--- src/rtl/sprite_rom_pkg.sv ---
// Shared parameters, requester IDs and types for the sprite ROM port scheduler.
package sprite_rom_pkg;

  localparam int N_REQ     = 4;
  localparam int ADDR_W    = 20;
  localparam int DATA_W    = 8;
  localparam int LEN_W     = 6;
  localparam int ROM_LAT   = 1;
  localparam int REQ_IDX_W = $clog2(N_REQ);

  localparam int REQ_KIRBY   = 0;
  localparam int REQ_ENEMY   = 1;
  localparam int REQ_ATK     = 2;
  localparam int REQ_BOSSATK = 3;

  typedef enum logic [0:0] {
    IDLE  = 1'b0,
    BURST = 1'b1
  } sched_state_t;

  // Metadata travelling alongside each issued ROM address.
  typedef struct packed {
    logic                 valid;
    logic [REQ_IDX_W-1:0] owner;
    logic                 last;
  } beat_tag_t;

endpackage

--- src/rtl/sprite_rom_scheduler_rr_arbiter.sv ---
// Combinational round-robin arbiter: search starts just after ptr and wraps.
module rr_arbiter #(
  parameter int N     = 4,
  parameter int IDX_W = 2
) (
  input  logic [N-1:0]     req,
  input  logic [IDX_W-1:0] ptr,
  output logic [N-1:0]     gnt
);

  // N is a power of two, so the index wraps naturally in IDX_W bits.
  always_comb begin
    logic             found;
    logic [IDX_W-1:0] idx;
    gnt   = '0;
    found = 1'b0;
    idx   = '0;
    for (int i = 1; i <= N; i++) begin
      idx = ptr + i[IDX_W-1:0];
      if (!found && req[idx]) begin
        gnt[idx] = 1'b1;
        found    = 1'b1;
      end
    end
  end

endmodule

--- src/rtl/sprite_rom_scheduler.sv ---
// Round-robin burst scheduler for one shared registered-read sprite ROM port.
// Handshake: a burst is accepted at a clock edge where req[i] & gnt[i] is high;
// gnt is only offered in IDLE, and req_addr/req_len are sampled only at that edge.
module sprite_rom_scheduler
  import sprite_rom_pkg::*;
(
  input  logic                            Clk,
  input  logic                            Reset_n,
  input  logic [N_REQ-1:0]                req,
  input  logic [N_REQ-1:0][ADDR_W-1:0]    req_addr,
  input  logic [N_REQ-1:0][LEN_W-1:0]     req_len,
  output logic [N_REQ-1:0]                gnt,
  output logic                            busy,
  output logic [ADDR_W-1:0]               rom_addr,
  input  logic [DATA_W-1:0]               rom_data,
  output logic [N_REQ-1:0]                rvalid,
  output logic                            rlast,
  output logic [DATA_W-1:0]               rdata,
  output sched_state_t                    state_dbg
);

  localparam logic [0:0] S_IDLE  = 1'b0;
  localparam logic [0:0] S_BURST = 1'b1;

  logic [0:0]               state_q, state_d;
  logic [ADDR_W-1:0]        rom_addr_q, rom_addr_d;
  logic [LEN_W-1:0]         cnt_q, cnt_d;
  logic [REQ_IDX_W-1:0]     owner_q, owner_d;
  logic [REQ_IDX_W-1:0]     ptr_q, ptr_d;
  beat_tag_t [ROM_LAT:0]    pipe_q, pipe_d;
  logic [N_REQ-1:0]         rvalid_q, rvalid_d;
  logic                     rlast_q, rlast_d;
  logic [DATA_W-1:0]        rdata_q, rdata_d;

  logic [N_REQ-1:0]         arb_gnt;
  logic [REQ_IDX_W-1:0]     win;
  logic                     accept;
  beat_tag_t                issue;
  beat_tag_t                emerge;

  rr_arbiter #(.N(N_REQ), .IDX_W(REQ_IDX_W)) u_arb (
    .req (req),
    .ptr (ptr_q),
    .gnt (arb_gnt)
  );

  // Grant is suppressed during a burst and while reset is asserted.
  assign gnt    = (state_q == S_IDLE && Reset_n) ? arb_gnt : '0;
  assign accept = |gnt;

  always_comb begin
    win = '0;
    for (int i = 0; i < N_REQ; i++) begin
      if (arb_gnt[i]) win = i[REQ_IDX_W-1:0];
    end
  end

  always_comb begin
    state_d    = state_q;
    rom_addr_d = rom_addr_q;
    cnt_d      = cnt_q;
    owner_d    = owner_q;
    ptr_d      = ptr_q;
    issue      = '0;
    case (state_q)
      S_IDLE: begin
        if (accept) begin
          rom_addr_d  = req_addr[win];
          cnt_d       = req_len[win];
          owner_d     = win;
          ptr_d       = win;
          issue.valid = 1'b1;
          issue.owner = win;
          issue.last  = (req_len[win] == '0);
          state_d     = (req_len[win] != '0) ? S_BURST : S_IDLE;
        end
      end
      default: begin
        rom_addr_d  = rom_addr_q + ADDR_W'(1);
        cnt_d       = cnt_q - LEN_W'(1);
        issue.valid = 1'b1;
        issue.owner = owner_q;
        issue.last  = (cnt_q == LEN_W'(1));
        if (cnt_q == LEN_W'(1)) state_d = S_IDLE;
      end
    endcase
  end

  // Tags trail the ROM by ROM_LAT+1 edges so they meet the matching data.
  always_comb begin
    pipe_d  = {pipe_q[ROM_LAT-1:0], issue};
    emerge  = pipe_q[ROM_LAT];
    rlast_d = emerge.valid & emerge.last;
    rdata_d = emerge.valid ? rom_data : rdata_q;
    for (int i = 0; i < N_REQ; i++) begin
      rvalid_d[i] = emerge.valid && (emerge.owner == i[REQ_IDX_W-1:0]);
    end
  end

  always_ff @(posedge Clk or negedge Reset_n) begin
    if (!Reset_n) begin
      state_q    <= S_IDLE;
      rom_addr_q <= '0;
      cnt_q      <= '0;
      owner_q    <= '0;
      ptr_q      <= REQ_IDX_W'(N_REQ - 1);
      pipe_q     <= '0;
      rvalid_q   <= '0;
      rlast_q    <= 1'b0;
      rdata_q    <= '0;
    end else begin
      state_q    <= state_d;
      rom_addr_q <= rom_addr_d;
      cnt_q      <= cnt_d;
      owner_q    <= owner_d;
      ptr_q      <= ptr_d;
      pipe_q     <= pipe_d;
      rvalid_q   <= rvalid_d;
      rlast_q    <= rlast_d;
      rdata_q    <= rdata_d;
    end
  end

  assign busy      = (state_q == S_BURST);
  assign rom_addr  = rom_addr_q;
  assign rvalid    = rvalid_q;
  assign rlast     = rlast_q;
  assign rdata     = rdata_q;
  assign state_dbg = sched_state_t'(state_q);

endmodule

--- config.mk ---
export PLATFORM = sky130hd
export DESIGN_NAME = sprite_rom_scheduler
export DESIGN_NICKNAME = d
export VERILOG_FILES = /design/src/rtl/sprite_rom_pkg.sv /design/src/rtl/sprite_rom_scheduler_rr_arbiter.sv /design/src/rtl/sprite_rom_scheduler.sv
export SDC_FILE = /design/constraint.sdc
export NUM_CORES = 1
export LEC_CHECK = 0
export CAP_MARGIN = 20
export CORE_UTILIZATION = 40
export CTS_CLUSTER_DIAMETER = 80
export DETAILED_ROUTE_END_ITERATION = 8
export HOLD_SLACK_MARGIN = 0.15
export PLACE_DENSITY = 0.76
export SYNTH_ARGS = -nofsm -noshare
export SYNTH_HDL_FRONTEND = slang
export SYNTH_SLANG_ARGS = --single-unit
--- constraint.sdc ---
create_clock -name Clk -period 7.7 [get_ports Clk]
set_input_delay 0.77 -clock Clk [delete_from_list [all_inputs] [get_ports Clk]]
set_output_delay 0.77 -clock Clk [all_outputs]
set_load 0.005 [all_outputs]
==> summary.txt <==
Status
  • Status: complete, no violations

Global routing
  • GRT overflow: 0
  • Vias in the first global route: 3,662
  • Largest net degree at the start of global routing: 55
  • Total global-route track usage: 22.7%
  • First-pass GRT wire length: around 18,000 um
  • Initial antenna violation count: 0

Placement
  • I/O Buffers: between 150 and 200
  • Routability cong.: ~0.94
  • Placed insts: 706
  • Post-DP Area: between 0.005 and 0.006 mm^2
  • Setup WS pre-CTS: 3.23 ns
  • Hpwl dp: 8780 um

Logic synthesis
  • Largest cells by area after synthesis: dfrtp_1 33%, nand2_1 7.2%, a21oi_1 3.8%
  • Most used DFF post-synth: dfrtp_1
  • Ys async rst share: 100%
  • Synthesized area per cell: 8.54 um^2
  • Library cells used by synthesis: 71
  • Synth Register Bits: 52
  • Most common cell in the synthesized netlist: nand2_1
  • Synth top cells by count: 73 x nand2_1, 50 x dfrtp_1, 29 x a21oi_1, 28 x nor2_1, 23 x o21ai_0
  • Post-Syn Nets: 574
  • Synth Instances: 445
  • Synth top area share: 32.9%
  • Post-synth EDFFs: 0
  • Largest area contributor in the netlist: dfrtp_1
  • Post-Syn Area: 0.00380 mm^2
  • Register area share after synthesis: 34.3%
  • Ys Warns: 0

Layout
  • Area delta synth->final: 46.0%
  • Final instance area: 0.00555 mm^2
  • Post-route core utilization: 60.1%
  • Post-Layout Cell Count: roughly 700
  • Share of cells above drive strength 1: 8.21%
  • Layout Nets: 713
  • # diodes: 0

STA
  • Final period utilization: 56.8%
  • Slew Limit Fails: 0
  • Final hold viol count: 0
  • Slew at the pin closest to its max-slew limit: 0.787 ns
  • Clk_skew: approximately 0.013 ns
  • Final setup viols: 0
  • Fmax: 0.229 GHz
  • Min cycle time layout: around 4.4 ns
  • Fin Setup TNS: 0 ns
  • RSZ-0062 raised after global routing: no
  • Slew margin rel.: 47.5%
  • Setup WS post-layout: 3.33 ns

Drt
  • Vias per std cell: 5.55
  • Drt wl/cell: about 16 um
  • Drt pass-1 iters: 5
  • Final ANT Viol Nets: 0
  • DRC: 0
  • 1st-iter DRT viols: 285
  • Vias: between 3,000 and 4,000
  • Detailed Route WL: approximately 11,000 um

Floorplan
  • Core area: 0.00924 mm^2
  • Die ar.: about 0.01 mm^2
  • Die W: 99.5 um
  • IO Pins: 157
  • Die Y: 99.5 um
  • Starting Density: 41.1%
  • Rows: 35

Setup path
  • Startpoint types: register
  • CP required: ~7 ns
  • WS Path Type: register to output pin
  • Critical-path maximum fanout: 50
  • CP Data Arrival Time: 3.60 ns
  • Critical path endpoint category: output pin

Clock network
  • CTS buffer count: 5
  • Number of setup buffers added after CTS: 0
  • CTS tree: built
  • Clk slew on worst S/H paths: 0.10 ns
  • CTS resizes: 0
  • Worst skew pair latency: 0.30 ns
  • Clock sinks: 52
  • CTS Hold Bufs: 0
  • CTS H-tree lvls: 2
  • Root Buffer Master: clkbuf_8
  • Largest buffer count on any clock path: 2

Pwr
  • Power per cell area: approximately 390 mW/mm^2
  • P_leak: around 2.2 nW
  • Max VDD drop: around 0.29 mV

Job
  • Max_cap viols: 0

Min path
  • Min-Delay Path Class: register to register
## worst max-delay path: stages, from the launching register on
cell and delay (ns):
dfstp_2 0.75, inv_1 0.24, ha_1 0.41, mux4_2 0.39
a22oi_1 0.33, and3_1 0.20, buf_4 0.40, nor2_1 0.09
clkdlybuf4s50_1 0.46
## where the power goes
part / switching [W] / leakage, nW / internal (W)
sequential: 0.000136 / 0.603 / 0.000402
combinational: 0.000782 / 1.54 / 0.000640
clock: 0.0000921 / 0.0687 / 0.000131
total: 0.00101 / 2.21 / 0.00117
## per-stage QoR
step	total power (W)	hold slack, ns
2_1_floorplan	0.00147	0.331
3_3_place_gp	0.00191	0.334
3_5_place_dp	0.00195	0.336
4_1_cts	0.00218	0.360
5_1_grt	0.00236	0.364
6_report	0.00218	0.358
## cells in the final DEF (no fill, tap or decap), types with 3 or more instances in the layout
master,netlist,routed
clkdlybuf4s50_1,0,155
nand2_1,73,73
dfrtp_1,50,50
a21oi_1,29,29
nor2_1,28,28
o21ai_0,23,23
nand3_1,17,17
a311oi_1,16,16
a211oi_1,13,13
ha_1,11,11
inv_1,10,10
nor2b_1,10,10
nand4_1,8,8
mux2_2,8,8
a31oi_1,7,7
buf_4,4,7
nor3_1,6,6
nand2b_1,6,6
and3_1,6,6
or3_1,5,5
a21o_1,5,5
o21a_1,5,5
clkbuf_8,0,5
mux4_2,4,4
a22oi_1,4,4
xor2_1,4,4
nor3b_1,3,3
and2_1,3,3
a31o_2,3,3
o22ai_1,3,3
o221ai_1,3,3
## state kept, by name, indices dropped and copies added, names as in the netlist
register and cells:
busy 1, cnt_q 6, emerge 4, owner_q 2, pipe_d 4, ptr_q 2, rdata 8, rlast 1
rom_addr 20, rvalid 4
## final cells by class
| class | count | area [um^2] |
|---|---|---|
| fill | 783 | 3690 |
| multi-input combinational | 351 | 2300 |
| timing repair buffer | 163 | 1610 |
| clock buffer | 5 | 68.8 |
| tap | 129 | 161 |
| inverter | 11 | 43.8 |
| clock inverter | 3 | 68.8 |
| sequential | 52 | 1300 |
## final timing paths
check	cells past startpoint	start	slack, ns	endpoint
max reg2reg	12	ptr_q[0]	3.47	rom_addr[16]
min in group asynchronous	2	Reset_n	0.56	rom_addr[13]
min	0	pipe_d[7]	0.36	emerge[3]
min reg2reg	0	pipe_d[7]	0.36	emerge[3]
max	8	ptr_q[0]	3.33	gnt[2]
max in group asynchronous	2	Reset_n	6.68	cnt_q[1]
## routing by layer
metal | GRT usage [%] | wire length (um)
met1 | 31.4 | 5090
met2 | 37.3 | 5510
met3 | 3.65 | 751
met4 | 5.54 | 126
met5 | 0 | 0
## logic make-up (layout without fill, tap and decap cells)
kind of cell / after synthesis / count (layout) / synth area share, %
flip-flops: 52 / 52 / 34.3
XOR/XNOR: 5 / 5 / 1.15
buffers and inverters: 42 / 182 / 5.30
AO/OA/AOI/OAI: 139 / 139 / 26.8
AND/OR/NAND/NOR: 182 / 182 / 23.5
adder cells (fa/ha/maj): 11 / 11 / 3.62
multiplexers: 14 / 14 / 5.27
(Power assumes the default switching activity.)
